===== config.mk =====
export PLATFORM = sky130hd
export DESIGN_NAME = alice_measure_tx
export DESIGN_NICKNAME = d
export VERILOG_FILES = /design/src/rtl/qt_pkg.sv /design/src/rtl/qt_lfsr16.sv /design/src/rtl/alice_measure_tx.sv
export SDC_FILE = /design/constraint.sdc
export NUM_CORES = 1
export LEC_CHECK = 0
export ABC_AREA = 1
export CORE_ASPECT_RATIO = 0.6
export CORE_UTILIZATION = 46
export CTS_CLUSTER_SIZE = 28
export DETAILED_ROUTE_END_ITERATION = 7
export GPL_TIMING_DRIVEN = 0
export MAX_ROUTING_LAYER = met4
export PLACE_DENSITY = 0.73
export SLEW_MARGIN = 0
export SYNTH_ARGS = -nofsm -noshare
export SYNTH_HDL_FRONTEND = slang
export SYNTH_SLANG_ARGS = --single-unit

===== constraint.sdc =====
create_clock -name clk -period 1 [get_ports clk]
set_input_delay 0.1 -clock clk [delete_from_list [all_inputs] [get_ports clk]]
set_output_delay 0.1 -clock clk [all_outputs]
set_load 0.01 [all_outputs]

===== src/rtl/qt_pkg.sv =====
// Shared teleportation-protocol definitions: FSM states, classical
// message codes and the measurement LFSR shape. Bob's correction block
// decodes the same MSG_* codes.
package qt_pkg;

  typedef enum logic [2:0] {
    ST_IDLE     = 3'd0,
    ST_ENTANGLE = 3'd1,
    ST_CNOT     = 3'd2,
    ST_HADAMARD = 3'd3,
    ST_MEASURE  = 3'd4,
    ST_SEND     = 3'd5,
    ST_DONE     = 3'd6
  } state_t;

  // Message bit0 = m_x (apply X), bit1 = m_z (apply Z)
  localparam logic [1:0] MSG_I  = 2'b00;
  localparam logic [1:0] MSG_X  = 2'b01;
  localparam logic [1:0] MSG_Z  = 2'b10;
  localparam logic [1:0] MSG_XZ = 2'b11;

  localparam int unsigned LFSR_W = 16;
  // Feedback taps at bits 15, 13, 12 and 10
  localparam logic [LFSR_W-1:0] LFSR_TAPS = 16'hB400;

  // One left shift of the Fibonacci LFSR
  function automatic logic [LFSR_W-1:0] lfsr_next(input logic [LFSR_W-1:0] v);
    return {v[LFSR_W-2:0], ^(v & LFSR_TAPS)};
  endfunction

endpackage


===== src/rtl/qt_lfsr16.sv =====
// Free-running 16-bit Fibonacci LFSR supplying measurement outcomes.
// An all-zero seed would lock the register up, so it is replaced by 1.
module qt_lfsr16
  import qt_pkg::*;
#(
  parameter logic [LFSR_W-1:0] SEED = 16'hACE1
) (
  input  logic              clk,
  input  logic              rst_n,
  output logic [LFSR_W-1:0] q
);

  localparam logic [LFSR_W-1:0] SEED_SAFE =
    (SEED == '0) ? {{(LFSR_W-1){1'b0}}, 1'b1} : SEED;

  logic [LFSR_W-1:0] r_lfsr;

  // Shift every cycle; synchronous active-high reset reloads the seed
  always_ff @(posedge clk) begin
    if (rst_n) begin
      r_lfsr <= SEED_SAFE;
    end else begin
      r_lfsr <= lfsr_next(r_lfsr);
    end
  end

  assign q = r_lfsr;

endmodule


===== src/rtl/alice_measure_tx.sv =====
// Alice-side teleport sender: sequences the gate phases, measures,
// and hands the 2-bit classical message to Bob with a valid/ready
// handshake. bob_raw is Bob's qubit before correction, for end-to-end
// checking. GATE_CYCLES must lie in 1..15 (4-bit phase counter).
//
//   state    | meaning
//   IDLE     | waiting for start
//   ENTANGLE | Bell-pair preparation, GATE_CYCLES long
//   CNOT     | CNOT psi->Alice half, GATE_CYCLES long
//   HADAMARD | H on psi, GATE_CYCLES long
//   MEASURE  | sample {m_z,m_x}, register message and bob_raw
//   SEND     | raise msg_valid, hold until msg_ready
//   DONE     | one-cycle done pulse
module alice_measure_tx
  import qt_pkg::*;
#(
  parameter logic [15:0] LFSR_SEED   = 16'hACE1,
  parameter int unsigned GATE_CYCLES = 1
) (
  input  logic       clk,
  input  logic       rst_n,
  input  logic       start,
  input  logic [1:0] psi_in,
  input  logic       meas_force_en,
  input  logic [1:0] meas_force,
  output logic       busy,
  output logic       msg_valid,
  output logic [1:0] msg_data,
  input  logic       msg_ready,
  output logic [1:0] bob_raw,
  output logic       done,
  output logic [2:0] state_dbg
);

  localparam logic [3:0] GATE_LAST = 4'(GATE_CYCLES - 1);

  state_t            r_state;
  logic [3:0]        r_cnt;
  logic [1:0]        r_psi;
  logic              r_busy;
  logic              r_msg_valid;
  logic [1:0]        r_msg_data;
  logic [1:0]        r_bob_raw;
  logic              r_done;

  logic [LFSR_W-1:0] w_lfsr;
  logic [1:0]        w_meas;
  logic              w_gate_last;

  qt_lfsr16 #(.SEED(LFSR_SEED)) u_lfsr (
    .clk   (clk),
    .rst_n (rst_n),
    .q     (w_lfsr)
  );

  assign w_meas      = meas_force_en ? meas_force : w_lfsr[1:0];
  assign w_gate_last = (r_cnt == GATE_LAST);

  // Teleport sequencer with registered handshake and status outputs
  always_ff @(posedge clk) begin
    if (rst_n) begin
      r_state     <= ST_IDLE;
      r_cnt       <= 4'd0;
      r_psi       <= 2'b00;
      r_busy      <= 1'b0;
      r_msg_valid <= 1'b0;
      r_msg_data  <= 2'b00;
      r_bob_raw   <= 2'b00;
      r_done      <= 1'b0;
    end else begin
      r_done <= 1'b0;
      case (r_state)
        ST_IDLE: begin
          if (start) begin
            r_psi   <= psi_in;
            r_cnt   <= 4'd0;
            r_busy  <= 1'b1;
            r_state <= ST_ENTANGLE;
          end
        end
        ST_ENTANGLE, ST_CNOT, ST_HADAMARD: begin
          if (w_gate_last) begin
            r_cnt   <= 4'd0;
            r_state <= (r_state == ST_ENTANGLE) ? ST_CNOT :
                       (r_state == ST_CNOT)     ? ST_HADAMARD : ST_MEASURE;
          end else begin
            r_cnt <= r_cnt + 4'd1;
          end
        end
        ST_MEASURE: begin
          r_msg_data <= w_meas;
          r_bob_raw  <= r_psi ^ w_meas;
          r_state    <= ST_SEND;
        end
        ST_SEND: begin
          // msg_valid rises on the first SEND cycle; ready only counts once it is up
          if (!r_msg_valid) begin
            r_msg_valid <= 1'b1;
          end else if (msg_ready) begin
            r_msg_valid <= 1'b0;
            r_done      <= 1'b1;
            r_state     <= ST_DONE;
          end
        end
        ST_DONE: begin
          r_busy  <= 1'b0;
          r_state <= ST_IDLE;
        end
        default: begin
          r_busy      <= 1'b0;
          r_msg_valid <= 1'b0;
          r_state     <= ST_IDLE;
        end
      endcase
    end
  end

  assign busy      = r_busy;
  assign msg_valid = r_msg_valid;
  assign msg_data  = r_msg_data;
  assign bob_raw   = r_bob_raw;
  assign done      = r_done;
  assign state_dbg = r_state;

endmodule


==> flow_summary.ini, run 1 <==
[outcome]
status = finished, violations left
violations = negative setup slack

[sta]
hold_viol = 0
skew_ns = 0.00583
rsz0062_at_grt = true
period_share = 1.18
fin_crit_ns = 1.18
setup_slack_ns = -0.185
max_freq_mhz = 844
final_max_slew_viol_count = 0
setup_viol = 14
tightest_slew_ns = 0.446
slew_headroom = 0.703

[pwr]
power_density_mw_per_mm2 = 2050
totalPowerFinal_mw = 3.38
leakage_nw = 0.772
peakVddDrop_v = 0.000992

[placement]
gp_congestion = 0.797
io_buffers = 17
place_ws_ns = -0.304
hpwlAfterDp_um = 1730

[run]
max_cap_violations = 0

[synthesis]
synth_seq_cells = 32
yosysUniqueCellTypes = 22
synth_most_common_cell = dfxtp_1
syn_area_mm2 = 0.00124
netlist_instances = 152
synth.area.top_cells = dfxtp_1 52%, inv_1 7.9%, nand2_1 7.0%
async_flop_share = 0
yosys.area.top_type_share = 0.518
yosys_warnings = 0
synth_flop_cell = dfxtp_1
yosysTopAreaCell = dfxtp_1
synth_common_cells = 32 x dfxtp_1, 26 x inv_1, 23 x nand2_1, 14 x a21oi_1, 14 x nor2_1
synth_seq_area_share = 0.518
synth_edf_count = 0
synth_fp_nets = 163
syn_avg_cell_area_um2 = 8.14

[route]
wire_per_inst_um = 11.9
viasPerCell = 4.76
route.detailed.drc = 0
postRouteAntennaNets = 0
drt_first_pass_iters = 4
dr.first_iter.drc_count = 24
drt_wl_total_um = 2600
vias = 1038

[grt]
antenna_found_initial = 0
grt-ovfl-total = 0
grt_pass1_vias = 969
grt_usage = 0.209
grt_max_degree = 11
grt_pass1_wl_um = 4190

[setup_path]
setup.worst_path.class = flip-flop to flip-flop
crit_path_start_kind = flip-flop
end_kind = flip-flop
critical_path_arrival_ns = 1.39
crit_required_ns = 1.21
cp_max_fo = 5

[layout]
area_growth_pct = 32.9
drive_gt1_frac = 0.312
antenna_cells = 0
final_nets = 196

[clock_tree]
cts_made_buffers = 5
h-tree-depth = 2
cts_root_buffer = clkbuf_8
clock_latency_ns = 0.28
cts_sinks = 32
path_clk_slew_ns = 0.07
cts-root-to-sink-buffers = 2
postCtsHoldBufs = 0
cts_tree = done

[floorplanning]
start_util = 0.491
die_h_um = 42.2
dieArea_mm2 = 0.00291
core_mm2 = 0.00252
rows = 14
boundaryPins = 19
die_width_um = 69.0

[min_path]
hp-class = input pin to flip-flop
-- cell usage in the layout, fill, tap and decap left out, types with 2 or more instances in the layout --
| master | count |
|---|---|
| nor2_1 | 14 |
| buf_2 | 2 |
| a21oi_2 | 3 |
| dfxtp_1 | 27 |
| o21ai_0 | 5 |
| buf_4 | 9 |
| nand4_1 | 4 |
| or2_2 | 7 |
| clkdlybuf4s50_1 | 7 |
| clkinv_2 | 2 |
| dfxtp_4 | 3 |
| nand3_1 | 3 |
| clkbuf_8 | 6 |
| dfxtp_2 | 2 |
| a21oi_1 | 12 |
| clkdlybuf4s15_1 | 2 |
| inv_2 | 2 |
| nand2_1 | 19 |
| clkbuf_1 | 2 |
| clkbuf_2 | 5 |
| inv_1 | 23 |
| nor2_4 | 2 |
| nand2_2 | 5 |
| o21ai_1 | 3 |
| xor2_1 | 2 |
| nand3_2 | 2 |
-- through the flow --
stage               hold WS, ns  cells   util  setup TNS [ns]  area, µm²
global route              0.340    218  0.652           -2.40       1640
global placement          0.390    201  0.578           -2.06       1460
CTS                       0.331    214  0.635           -1.06       1600
finish                    0.303    218  0.652           -1.32       1640
detailed placement        0.393    201  0.578           -2.88       1460
floorplan                 0.269    152      -        -0.00681       1250
-- logic make-up after synthesis --
kind of cell,count (synthesis),share of synthesized area
flops,32,0.518
simple gates,60,0.239
buf+inv,29,0.0890
xor+xnor,3,0.0212
fa+ha+maj,2,0.0202
compound gates,26,0.113
-- timing repair --
| action | 4_1_cts | 5_1_grt |
|---|---|---|
| resized for setup | 27 | 20 |
| setup buffers | 5 | 4 |
| hold endpoints to repair | 0 | 0 |
| endpoints found under the setup margin | 23 | 21 |
| pin swaps | 8 | 6 |
-- worst paths after layout --
| path | startpoint | end | slack [ns] | cells after the start |
|---|---|---|---|---|
| worst min register to register | u_lfsr.q[11] | u_lfsr.q[12] | 0.40 | 2 |
| worst max register to register | state_dbg[0] | state_dbg[1] | -0.18 | 5 |
| worst max-delay path | state_dbg[0] | state_dbg[1] | -0.18 | 5 |
| worst min-delay path | rst_n | bob_raw[0] | 0.30 | 4 |
-- worst max-delay path, stage by stage (launching register included) --
cell	delay (ns)
dfxtp_4	0.37
nor2_4	0.23
nand3_2	0.17
nand4_1	0.14
nand2_1	0.08
nor2_1	0.12
-- layer usage --
layer,global-route usage,vias to the layer above,routed length (µm)
met5,-,-,0
met4,0.0612,0,22
met3,0.0897,4,123
met2,0.293,16,1180
met1,0.271,474,1280
li1,-,544,-
-- report_power, final --
part	switching, mW	total (mW)	internal [mW]
registers	0.105	1.52	1.42
logic	0.482	0.852	0.370
clock network	0.456	1.00	0.548
-- area by class of cell --
cell class	count	area, µm²
Fill cell	217	878
Sequential cell	32	654
Multi-Input combinational cell	91	536
Timing Repair Buffer	26	208
Inverter	26	101
Clock buffer	6	82.6
Tap cell	32	40.0
Buffer	3	12.5
Clock inverter	2	10.0
-- flip-flops by register name, indices dropped and copies added, names as in the netlist --
signal / cells
u_lfsr.q: 16
r_cnt: 4
state_dbg: 3
bob_raw: 2
msg_data: 2
r_psi: 2
busy: 1
done: 1
msg_valid: 1
Power figures use the tool's default switching activity.
==> inputs of run 2 (changes only) <==
Settings changed: ABC_CLOCK_PERIOD_IN_PS set to 1000, SKIP_CTS_REPAIR_TIMING set to 1.
==> run 2 against run 1 <==
The flow still finishes with violations (negative setup slack). Count of clock-buffer cells in the layout unchanged. Combinational power up 28%. Clock power about the same. Sequential power about the same. Worst setup slack worse by 0.0051 ns. Die area unchanged. Largest cell class unchanged. Largest power group unchanged.
==> flow_summary.ini, run 2 (synthesis gave the netlist of run 1 again) <==
[outcome]
status = finished, violations left
violations = negative setup slack

[floorplanning]
die_h_um = 42.2
boundaryPins = 19
rows = 14
core_mm2 = 0.00252
die_width_um = 69.0
dieArea_mm2 = 0.00291
start_util = 0.491

[placement]
gp_congestion = 0.797
hpwlAfterDp_um = 1730
dp.cells = 201
io_buffers = 17

[layout]
drive_gt1_frac = 0.335
final_common_cell = dfxtp_1
final_nets = 195
largest_reg_flops = 16
area_growth_pct = 45.0
antenna_cells = 0
fill_cells = 177
layout_common_cells = 27 x dfxtp_1, 23 x inv_1, 19 x nand2_1
instances_no_fill = 217

[grt]
grt_pass1_wl_um = 3930
grt_usage = 0.196
grt_pass1_vias = 919
antenna_found_initial = 0
grt-ovfl-total = 0
grt_max_degree = 11

[setup_path]
end_kind = flip-flop
cp_max_fo = 4
r2r_slack_ns = -0.19
setup.worst_path.class = flip-flop to flip-flop
worst_path_largest_cell_delay_ns = 0.36
reg2regPathDepth = 5
cp_slowest_cell = dfxtp_4
crit_required_ns = 1.22
path_cells = nor2_4 -> inv_2 -> o21ai_4 -> buf_4 -> o21a_1
cp-endpoint = r_cnt[0]
reg2reg_from = state_dbg[1]
critPathLaunch = state_dbg[1]
r2r_end = r_cnt[0]
critical_path_arrival_ns = 1.41
crit_path_start_kind = flip-flop

[route]
viasPerCell = 4.95
route.detailed.drc = 0
vias = 1075
dr.first_iter.drc_count = 74
wire_per_inst_um = 13.8
drt_first_pass_iters = 4
postRouteAntennaNets = 0
drt_wl_total_um = 2990

[sta]
rsz0062_at_grt = true
slew_headroom = 0.688
final_max_slew_viol_count = 0
setup_viol = 15
setup_slack_ns = -0.190
period_share = 1.19
worst_hold_slack_ns = 0.347
max_freq_mhz = 840
tightest_slew_ns = 0.468
hold_viol = 0
fin_crit_ns = 1.19
skew_ns = 0.00477

[clock_tree]
cts_tree = done
clock_latency_ns = 0.28
h-tree-depth = 2
path_clk_slew_ns = 0.06
cts_sinks = 32
cts-root-to-sink-buffers = 2
cts_made_buffers = 5
cts_root_buffer = clkbuf_8

[min_path]
hp-class = input pin to flip-flop

[pwr]
totalPowerFinal_mw = 3.63
peakVddDrop_v = 0.00103
power_density_mw_per_mm2 = 2020
leakage_nw = 0.927

[run]
max_cap_violations = 0
==> run 2: power breakdown <==
group	leakage (nW)	switching (mW)	internal [mW]	total, mW
clock network	0.0510	0.472	0.548	1.02
logic	0.609	0.595	0.493	1.09
registers	0.267	0.113	1.41	1.52
total	0.927	1.18	2.45	3.63
==> run 2: final cells by class <==
type                            instances  area (µm²)  area share
Multi-Input combinational cell         91         618       0.344
Tap cell                               32        40.0      0.0223
Inverter                               26         104      0.0579
Buffer                                  3        12.5     0.00697
Sequential cell                        32         659       0.368
Clock buffer                            6        82.6      0.0460
Timing Repair Buffer                   25         268       0.149
Clock inverter                          2        10.0     0.00558
==> run 2: worst max-delay path, delay by kind of cell, from the launching register on <==
kind            cells  cell delay (ns)
buf+inv             2             0.24
compound gates      2             0.31
flops               1             0.36
simple gates        1             0.23
==> run 2: worst min-delay path by stage <==
| stage | startpoint | to | slack (ns) | cells after the start |
|---|---|---|---|---|
| after floorplan | msg_ready | done | 0.27 | 2 |
| after global placement | u_lfsr.q[14] | u_lfsr.q[15] | 0.39 | 1 |
| after detailed placement | u_lfsr.q[6] | u_lfsr.q[7] | 0.39 | 1 |
| after CTS | rst_n | u_lfsr.q[15] | 0.33 | 2 |
| after global routing | rst_n | bob_raw[0] | 0.38 | 4 |
| final | rst_n | bob_raw[1] | 0.35 | 4 |
==> run 2: per-stage QoR <==
stage | setup WS (ns) | utilization | area, µm² | TNS, ns
CTS | -0.361 | 0.615 | 1550 | -4.02
floorplan | -0.00254 | - | 1250 | -0.00681
detailed placement | -0.304 | 0.578 | 1460 | -2.88
global route | -0.246 | 0.711 | 1790 | -2.56
global placement | -0.283 | 0.578 | 1460 | -2.06
finish | -0.190 | 0.711 | 1790 | -1.79
==> run 2: layer usage <==
layer | share of wire | track usage
met5 | 0 | -
met2 | 0.47 | 0.264
met4 | 0.018 | 0.0612
met1 | 0.46 | 0.259
met3 | 0.052 | 0.0897
